==> src/rtl/convclk_grayffrd.sv <==
// convclk_grayffrd -- read-side controller of a dual-clock Gray-pointer FIFO.
//
// Lives entirely in the rdclk domain. Brings the write-domain Gray write
// pointer across with a two-flop synchronizer, decodes it to binary and
// derives empty / fill level against the local binary read pointer. Issues
// qualified RAM reads, advances the read pointer, publishes the read pointer
// in Gray code for the write domain, and delays each read by the RAM latency
// to form a data-valid strobe.
//
// Ports:
//   rdclk       read clock, all logic on the rising edge
//   rdrst_      synchronous active-low reset
//   fiford      read request from the consumer
//   fifoflush   synchronous flush of the read pointer and the valid pipe
//   fifoempty   no readable entry
//   notempty    inverse of fifoempty
//   half_full   fill level >= 2^(ADDRB-1)
//   rdfifolen   fill level as seen from the read domain (0 .. 2^ADDRB)
//   read        RAM read enable (request qualified by not-empty, not-flush)
//   rdaddr      RAM read address
//   rdvld       RAM data valid, RDLAT cycles after read
//   rdpnt_gray  registered Gray read pointer, to be synchronized in wrclk
//   wrpnt_gray  Gray write pointer from the wrclk domain (asynchronous)
module convclk_grayffrd #(
    parameter int ADDRB = 4,
    parameter int FSHW  = 2,
    parameter int RDLAT = 1
) (
    input  logic             rdclk,
    input  logic             rdrst_,
    input  logic             fiford,
    input  logic             fifoflush,
    output logic             fifoempty,
    output logic             notempty,
    output logic             half_full,
    output logic [ADDRB:0]   rdfifolen,
    output logic             read,
    output logic [ADDRB-1:0] rdaddr,
    output logic             rdvld,
    output logic [ADDRB:0]   rdpnt_gray,
    input  logic [ADDRB:0]   wrpnt_gray
);

    logic [ADDRB:0]   wrpnt_gray1;
    logic [ADDRB:0]   wrpnt_gray2;
    logic [ADDRB:0]   wrpnt_bin_n;
    logic [ADDRB:0]   wrpnt_bin;
    logic [ADDRB:0]   rdpnt_bin;
    logic [RDLAT-1:0] vld_p;

    function automatic logic [ADDRB:0] gray_to_bin(input logic [ADDRB:0] g);
        logic [ADDRB:0] b;
        b[ADDRB] = g[ADDRB];
        for (int i = ADDRB - 1; i >= 0; i--) begin
            b[i] = b[i+1] ^ g[i];
        end
        return b;
    endfunction

    function automatic logic [ADDRB:0] bin_to_gray(input logic [ADDRB:0] b);
        return b ^ (b >> 1);
    endfunction

    // Stage: two-flop synchronizer for the asynchronous write pointer.
    // Flush deliberately leaves these alone; the write side owns that pointer.
    always_ff @(posedge rdclk) begin
        if (!rdrst_) begin
            wrpnt_gray1 <= '0;
            wrpnt_gray2 <= '0;
        end else begin
            wrpnt_gray1 <= wrpnt_gray;
            wrpnt_gray2 <= wrpnt_gray1;
        end
    end

    assign wrpnt_bin_n = gray_to_bin(wrpnt_gray2);

    // Stage: optional register after the Gray decode to cut the
    // XOR-chain + subtract path, at the cost of one cycle of latency.
    generate
        if (FSHW == 3) begin : g_bin_reg
            always_ff @(posedge rdclk) begin
                if (!rdrst_) begin
                    wrpnt_bin <= '0;
                end else begin
                    wrpnt_bin <= wrpnt_bin_n;
                end
            end
        end else begin : g_bin_comb
            assign wrpnt_bin = wrpnt_bin_n;
        end
    endgenerate

    // Full compare including the wrap bit: equal means empty, while equal
    // low bits with differing wrap bits means full.
    assign fifoempty = (wrpnt_bin == rdpnt_bin);
    assign notempty  = ~fifoempty;
    assign rdfifolen = wrpnt_bin - rdpnt_bin;
    assign half_full = rdfifolen[ADDRB] | rdfifolen[ADDRB-1];
    assign read      = fiford & ~fifoempty & ~fifoflush;
    assign rdaddr    = rdpnt_bin[ADDRB-1:0];
    assign rdvld     = vld_p[RDLAT-1];

    // Stage: read pointer; flush outranks read.
    always_ff @(posedge rdclk) begin
        if (!rdrst_) begin
            rdpnt_bin <= '0;
        end else if (fifoflush) begin
            rdpnt_bin <= '0;
        end else if (read) begin
            rdpnt_bin <= rdpnt_bin + {{ADDRB{1'b0}}, 1'b1};
        end
    end

    // Stage: Gray export, registered so the write domain never samples
    // combinational glitches from the encoder.
    always_ff @(posedge rdclk) begin
        if (!rdrst_) begin
            rdpnt_gray <= '0;
        end else begin
            rdpnt_gray <= bin_to_gray(rdpnt_bin);
        end
    end

    // Stage: RAM latency tracker; every stage is cleared so no stale
    // valid can emerge after a reset or flush.
    always_ff @(posedge rdclk) begin
        if (!rdrst_ || fifoflush) begin
            vld_p <= '0;
        end else begin
            vld_p[0] <= read;
            for (int i = 1; i < RDLAT; i++) begin
                vld_p[i] <= vld_p[i-1];
            end
        end
    end

endmodule

==> config.mk <==
export PLATFORM = sky130hd
export DESIGN_NAME = convclk_grayffrd
export DESIGN_NICKNAME = d
export VERILOG_FILES = /design/src/rtl/convclk_grayffrd.sv
export SDC_FILE = /design/constraint.sdc
export NUM_CORES = 1
export LEC_CHECK = 0
export CAP_MARGIN = 20
export CORE_MARGIN = 3
export CORE_UTILIZATION = 51
export CTS_BUF_LIST = sky130_fd_sc_hd__clkbuf_8
export DETAILED_ROUTE_END_ITERATION = 8
export HOLD_SLACK_MARGIN = 0.08
export PLACE_DENSITY = 0.86
export REMOVE_ABC_BUFFERS = 1
export SLEW_MARGIN = 0
export SYNTH_ARGS = -nofsm -noshare
export SYNTH_HDL_FRONTEND = slang
export SYNTH_SLANG_ARGS = --single-unit
==> constraint.sdc <==
create_clock -name rdclk -period 6.7 [get_ports rdclk]
set_input_delay 1.34 -clock rdclk [delete_from_list [all_inputs] [get_ports rdclk]]
set_output_delay 1.34 -clock rdclk [all_outputs]
set_load 0.02 [all_outputs]
==> results of run 1 <==
-- power by group --
part	internal, mW	total [mW]	switching (mW)
combinational	0.0421	0.0856	0.0435
clock	0.0420	0.0853	0.0434
sequential	0.129	0.131	0.00225
total	0.213	0.302	0.0891
-- worst register-to-register path, delay by kind of cell (launching register included) --
| family | cells | cell delay (ns) |
|---|---|---|
| xor gates and xnor gates | 4 | 0.86 |
| DFF | 1 | 0.40 |
| AOI/OAI and AO/OA | 1 | 0.37 |
| adders and majority gates | 1 | 0.33 |
| and+or+nand+nor | 2 | 0.23 |
| muxes | 1 | 0.23 |
-- per-layer routing --
layer  GRT usage (%)  share of wire [%]  wire, um  vias up
met5               0                  0         0        -
met3            5.83                6.5       120        4
met2            30.3                 51       947       29
li1                -                  -         -      346
met4            7.58                1.2        23        0
met1            18.3                 41       756      318
-- placed cells by master, fill, tap and decap left out --
cell / Yosys / final
clkdlybuf4s50_1: 0 / 27
mux2i_1: 1 / 1
o21ai_0: 2 / 2
nand3b_1: 1 / 1
fa_1: 1 / 1
dfxtp_1: 21 / 21
clkinvlp_4: 0 / 1
nand4_1: 1 / 1
ha_1: 7 / 7
a21oi_1: 4 / 4
xnor2_1: 4 / 4
and2_2: 1 / 1
inv_1: 7 / 7
xor2_1: 6 / 6
clkbuf_8: 0 / 3
nand2_1: 3 / 3
and2_1: 14 / 14
or2_2: 2 / 2
o211ai_1: 1 / 1
or3_1: 2 / 2
nand2b_1: 2 / 2
xor2_2: 1 / 1
nor2_1: 7 / 7
o21ai_2: 1 / 1
-- state kept, by name, summed over array words and instances, names as in the netlist --
signal / flops
wrpnt_gray1: 5
rdpnt_bin: 5
rdpnt_gray: 5
wrpnt_gray2: 5
rdvld: 1
-- cell type report --
type | count | area, um^2 | area share, %
Multi-Input combinational cell | 61 | 452 | 36.2
Inverter | 7 | 26.3 | 2.11
Timing Repair Buffer | 27 | 270 | 21.7
Clock buffer | 3 | 41.3 | 3.31
Sequential cell | 21 | 420 | 33.7
Tap cell | 24 | 30.0 | 2.41
Clock inverter | 1 | 7.51 | 0.602
-- through the flow --
stage / util, % / power [mW]
after floorplan: - / 0.181
after global placement: 74.4 / 0.216
after detailed placement: 74.4 / 0.219
after CTS: 77.4 / 0.304
after global routing: 77.4 / 0.317
final: 77.4 / 0.302
-- cell families (layout without fill, tap and decap cells) --
family,count (synthesis),in the layout,share of synthesized area [%]
flip-flops,21,21,45.1
AO/OA/AOI/OAI,8,8,4.97
buffers and inverters,12,38,6.44
XOR/XNOR,11,11,11.1
AND/OR/NAND/NOR,33,33,19.7
multiplexers,1,1,1.07
adder cells (fa/ha/maj),8,8,11.5
-- final timing paths --
kind / from / end / slack [ns] / cells past startpoint
max: wrpnt_gray2[4] / half_full / 1.94 / 11
min: wrpnt_gray1[2] / wrpnt_gray2[2] / 0.44 / 1
max reg2reg: wrpnt_gray2[4] / rdpnt_bin[1] / 4.16 / 9
min reg2reg: wrpnt_gray1[2] / wrpnt_gray2[2] / 0.44 / 1
-- cell usage after synthesis (all sizes together) --
cell    number  area share [%]
mux2i        1             1.1
ha           7             9.4
clkbuf       1            0.40
nand2        3             1.2
inv          7             2.8
fa           1             2.1
a21oi        4             2.1
xnor2        4             3.8
o211ai       1            0.81
and2        15              10
nand3b       1            0.81
or2          2             1.3
o21ai        3             2.0
nand2b       2             1.3
nand4        1            0.67
buf          4             3.2
or3          2             1.3
dfxtp       21              45
nor2         7             2.8
xor2         7             7.4
==> results.sh, run 1 <==
export IMPL_globalplace_congestion=0.805
export IMPL_cts_resized=0
export IMPL_status="completed"
export IMPL_die_area_um2=2380
export IMPL_design_area_um2=1250
export IMPL_endpoint_kind="output pin"
export IMPL_io_pins=28
export IMPL_finalCritPeriodShare_pct=71.0
export IMPL_clock_skew_final_ns=0.00474
export IMPL_dp_cells=140
export IMPL_power_density_nw_per_um2=242
export IMPL_nets=138
export IMPL_placement_rows=14
export IMPL_synth_area_um2=932
export IMPL_area_growth_pct=33.8
export IMPL_fin_hold_ws_ns=0.438
export IMPL_firstDrtPassIters=4
export IMPL_drv_slew=0
export IMPL_post_cts_setup_buffers=0
export IMPL_clock_latency_ns=0.26
export IMPL_core_um2=1610
export IMPL_synth_seq_cells=21
export IMPL_syn_area_per_cell_um2=9.92
export IMPL_crit_path_cell_trace="xor2_1, xor2_1, xnor2_1, xor2_1, ha_1, fa_1, nand2b_1, a21oi_1, xnor2_1, or2_2, clkdlybuf4s50_1"
export IMPL_path_class="reg2out"
export IMPL_clkSlewWorstSetupHoldPaths_ns=0.08
export IMPL_worstPathArrival_ns=3.42
export IMPL_cap_violations=0
export IMPL_tns_ns=0
export IMPL_slowest_stage="clkdlybuf4s50_1"
export IMPL_vdd_drop_max_mv=0.188
export IMPL_cts_sinks=21
export IMPL_port_buffers=27
export IMPL_worstPathRequired_ns=5.36
export IMPL_dieHeight_um=48.8
export IMPL_grt_antenna_before_repair=0
export IMPL_cts_tree="done"
export IMPL_critPathTopFamily="XOR/XNOR gates"
export IMPL_period_minus_slack_ns=4.76
export IMPL_hold_class="reg2reg"
export IMPL_final_instance_count_excl_fill=144
export IMPL_drtIter0Drc=10
export IMPL_hpwlAfterDp_mm=1.35
export IMPL_fmax_ghz=0.210
export IMPL_grt_pass1_wl_mm=3.11
export IMPL_cp_max_fo=3
export IMPL_clockBufferDepth=2
export IMPL_setup_viol=0
export IMPL_max_slew_margin_rel_pct=74.0
export IMPL_grt_start_max_net_pins=17
export IMPL_cts_root_buffer="clkbuf_8"
export IMPL_antenna_left=0
export IMPL_p_leak_nw=0.539
export IMPL_holdBufCountCts=0
export IMPL_ys_seq_area_share_pct=45.1
export IMPL_fill_cells=112
export IMPL_cp_start_kind="register"
export IMPL_ys_types=23
export IMPL_rsz0062_at_grt="no"
export IMPL_hold_viol=0
export IMPL_drcViolationCount=0
export IMPL_fin_ws_ns=1.94
export IMPL_yosys_warnings=0
export IMPL_slowest_delay_ns=0.54
export IMPL_via_count=697
export IMPL_grtUsageTotal_pct=17.1
export IMPL_wl_mm=1.85
export IMPL_die_width_um=48.8
export IMPL_placed_cell_area_um2=1200
export IMPL_grt_ovfl_total=0
export IMPL_worst_slew_pin_transition_ns=0.389
export IMPL_crit_buf_inv=1
export IMPL_viasPerCell=4.84
export IMPL_n_antenna_cell=0
export IMPL_path_common_cell="xor2_1"
export IMPL_dp_slack_ns=2.20
export IMPL_initial_core_util_pct=57.8
export IMPL_syn_instance_count=94
export IMPL_grt_pass1_vias=716
export IMPL_drive_gt1_share_pct=7.50
export IMPL_routedWlPerCell_um=12.8
export IMPL_htree_levels=1
export IMPL_cts_buffers=3
No activity file was read; power rests on OpenSTA's default activity.
==> run 2, diff against run 1 <==
Settings changed: CORE_UTILIZATION 51 to 47, PLACE_DENSITY 0.86 to 0.8.
Clock period 6.7 ns to 4.9 ns, I/O delays scaled along.
==> results.sh, run 2 (synthesized netlist as in run 1, its figures left out) <==
export IMPL_cts_resized=0
export IMPL_dieHeight_um=50.5
export IMPL_critPathTopFamily="XOR/XNOR gates"
export IMPL_clkSlewWorstSetupHoldPaths_ns=0.07
export IMPL_cts_root_buffer="clkbuf_8"
export IMPL_r2r_start="wrpnt_gray2[4]"
export IMPL_port_buffers=27
export IMPL_grt_antenna_before_repair=0
export IMPL_cp_max_fo=3
export IMPL_via_count=685
export IMPL_htree_levels=1
export IMPL_holdBufCountCts=0
export IMPL_cts_tree="done"
export IMPL_firstDrtPassIters=2
export IMPL_antenna_left=0
export IMPL_crit_path_cell_trace="xor2_1, xor2_1, xnor2_1, xor2_1, ha_1, fa_1, nand2b_1, a21oi_1, xnor2_1, or2_2, clkdlybuf4s50_1"
export IMPL_path_common_cell="xor2_1"
export IMPL_grt_pass1_wl_mm=3.08
export IMPL_fmax_ghz=0.233
export IMPL_hold_viol=0
export IMPL_grt_pass1_vias=726
export IMPL_most_common_layout_cells="27 x clkdlybuf4s50_1, 21 x dfxtp_1, 14 x and2_1"
export IMPL_routedWlPerCell_um=11.3
export IMPL_n_antenna_cell=0
export IMPL_p_total_mw=0.402
export IMPL_vdd_drop_max_mv=0.208
export IMPL_placement_rows=15
export IMPL_worst_path_stages=11
export IMPL_drcViolationCount=0
export IMPL_drv_slew=0
export IMPL_slowest_delay_ns=0.53
export IMPL_whs_path_depth=1
export IMPL_slowest_stage="clkdlybuf4s50_1"
export IMPL_crit_buf_inv=1
export IMPL_worstPathRequired_ns=3.92
export IMPL_setup_viol=0
export IMPL_finish_utilization_pct=69.1
export IMPL_viasPerCell=4.72
export IMPL_finalCritPeriodShare_pct=87.7
export IMPL_cp_start_kind="register"
export IMPL_grtUsageTotal_pct=16.4
export IMPL_power_density_nw_per_um2=323
export IMPL_reg2reg_to="rdpnt_bin[1]"
export IMPL_die_area_um2=2550
export IMPL_status="completed"
export IMPL_io_pins=28
export IMPL_rrSetupSlack_ns=2.48
export IMPL_clockBufferDepth=2
export IMPL_path_class="reg2out"
export IMPL_clock_latency_ns=0.26
export IMPL_grt_ovfl_total=0
export IMPL_drive_gt1_share_pct=6.67
export IMPL_nets=138
export IMPL_grt_start_max_net_pins=17
export IMPL_cts_buffers=3
export IMPL_hpwlAfterDp_mm=1.30
export IMPL_hold_path_end="wrpnt_gray2[4]"
export IMPL_worst_slew_pin_transition_ns=0.397
export IMPL_post_cts_setup_buffers=0
export IMPL_period_minus_slack_ns=4.30
export IMPL_max_slew_margin_rel_pct=73.4
export IMPL_clock_skew_final_ns=0.00139
export IMPL_area_growth_pct=33.6
export IMPL_r2r_cells=9
export IMPL_globalplace_congestion=0.804
export IMPL_worstPathArrival_ns=3.32
export IMPL_endpoint_kind="output pin"
export IMPL_final_common_cell="clkdlybuf4s50_1"
export IMPL_die_width_um=50.5
export IMPL_cap_violations=0
export IMPL_wl_mm=1.64
export IMPL_rsz0062_at_grt="no"
export IMPL_initial_core_util_pct=51.7
export IMPL_p_leak_nw=0.544
export IMPL_hold_class="reg2reg"
export IMPL_tns_ns=0
export IMPL_cts_sinks=21
export IMPL_hp_start="wrpnt_gray1[4]"
export IMPL_drtIter0Drc=3
export IMPL_core_um2=1800
## run 2: cell types whose count changed in the layout (fill, tap and decap cells not counted)
cell	change
inv_1	+1
clkinvlp_4	-1
## run 2: area by class of cell
| type | instances | area, um^2 |
|---|---|---|
| fill | 154 | 557 |
| multi-input combinational | 61 | 452 |
| sequential | 21 | 420 |
| timing repair buffer | 27 | 270 |
| clock buffer | 3 | 41.3 |
| tap | 25 | 31.3 |
| inverter | 7 | 26.3 |
| clock inverter | 1 | 3.75 |
## run 2: worst max-delay path by stage
stage	start	endpoint
3_3_place_gp	wrpnt_gray2[4]	half_full
2_1_floorplan	wrpnt_gray2[4]	half_full
4_1_cts	wrpnt_gray2[4]	half_full
6_report	wrpnt_gray2[4]	half_full
5_1_grt	wrpnt_gray2[4]	half_full
3_5_place_dp	wrpnt_gray2[4]	half_full
## run 2: per-layer routing
| metal | wire (um) | track usage [%] | part of all wire, % | vias up |
|---|---|---|---|---|
| met3 | 82 | 4.45 | 5.0 | 5 |
| met1 | 740 | 18.0 | 45 | 310 |
| li1 | - | - | - | 348 |
| met5 | 0 | 0 | 0 | - |
| met2 | 779 | 28.0 | 47 | 22 |
| met4 | 40 | 9.42 | 2.4 | 0 |
## run 2: metrics by stage
stage / std cells / setup slack (ns) / hold slack [ns] / cell area [um^2]
detailed placement: 141 / 0.861 / 0.422 / 1200
CTS: 145 / 0.565 / 0.439 / 1240
floorplan: 89 / 1.33 / 0.412 / 898
global route: 145 / 0.306 / 0.455 / 1240
finish: 145 / 0.604 / 0.436 / 1240
global placement: 141 / 0.963 / 0.414 / 1200
## run 2: power breakdown
part           switching (mW)  total (mW)  leakage, nW  internal, mW
combinational          0.0574       0.114        0.345        0.0570
sequential            0.00292       0.179        0.172         0.176
clock                  0.0521       0.108       0.0269        0.0558
total                   0.112       0.402        0.544         0.289
## run 2: worst register-to-register path, cell delays in order, from the launching register on
cell,delay (ns)
dfxtp_1,0.38
xor2_1,0.23
xor2_1,0.24
xnor2_1,0.25
xor2_1,0.12
ha_1,0.32
nand4_1,0.15
o21ai_2,0.35
mux2i_1,0.23
nor2_1,0.05
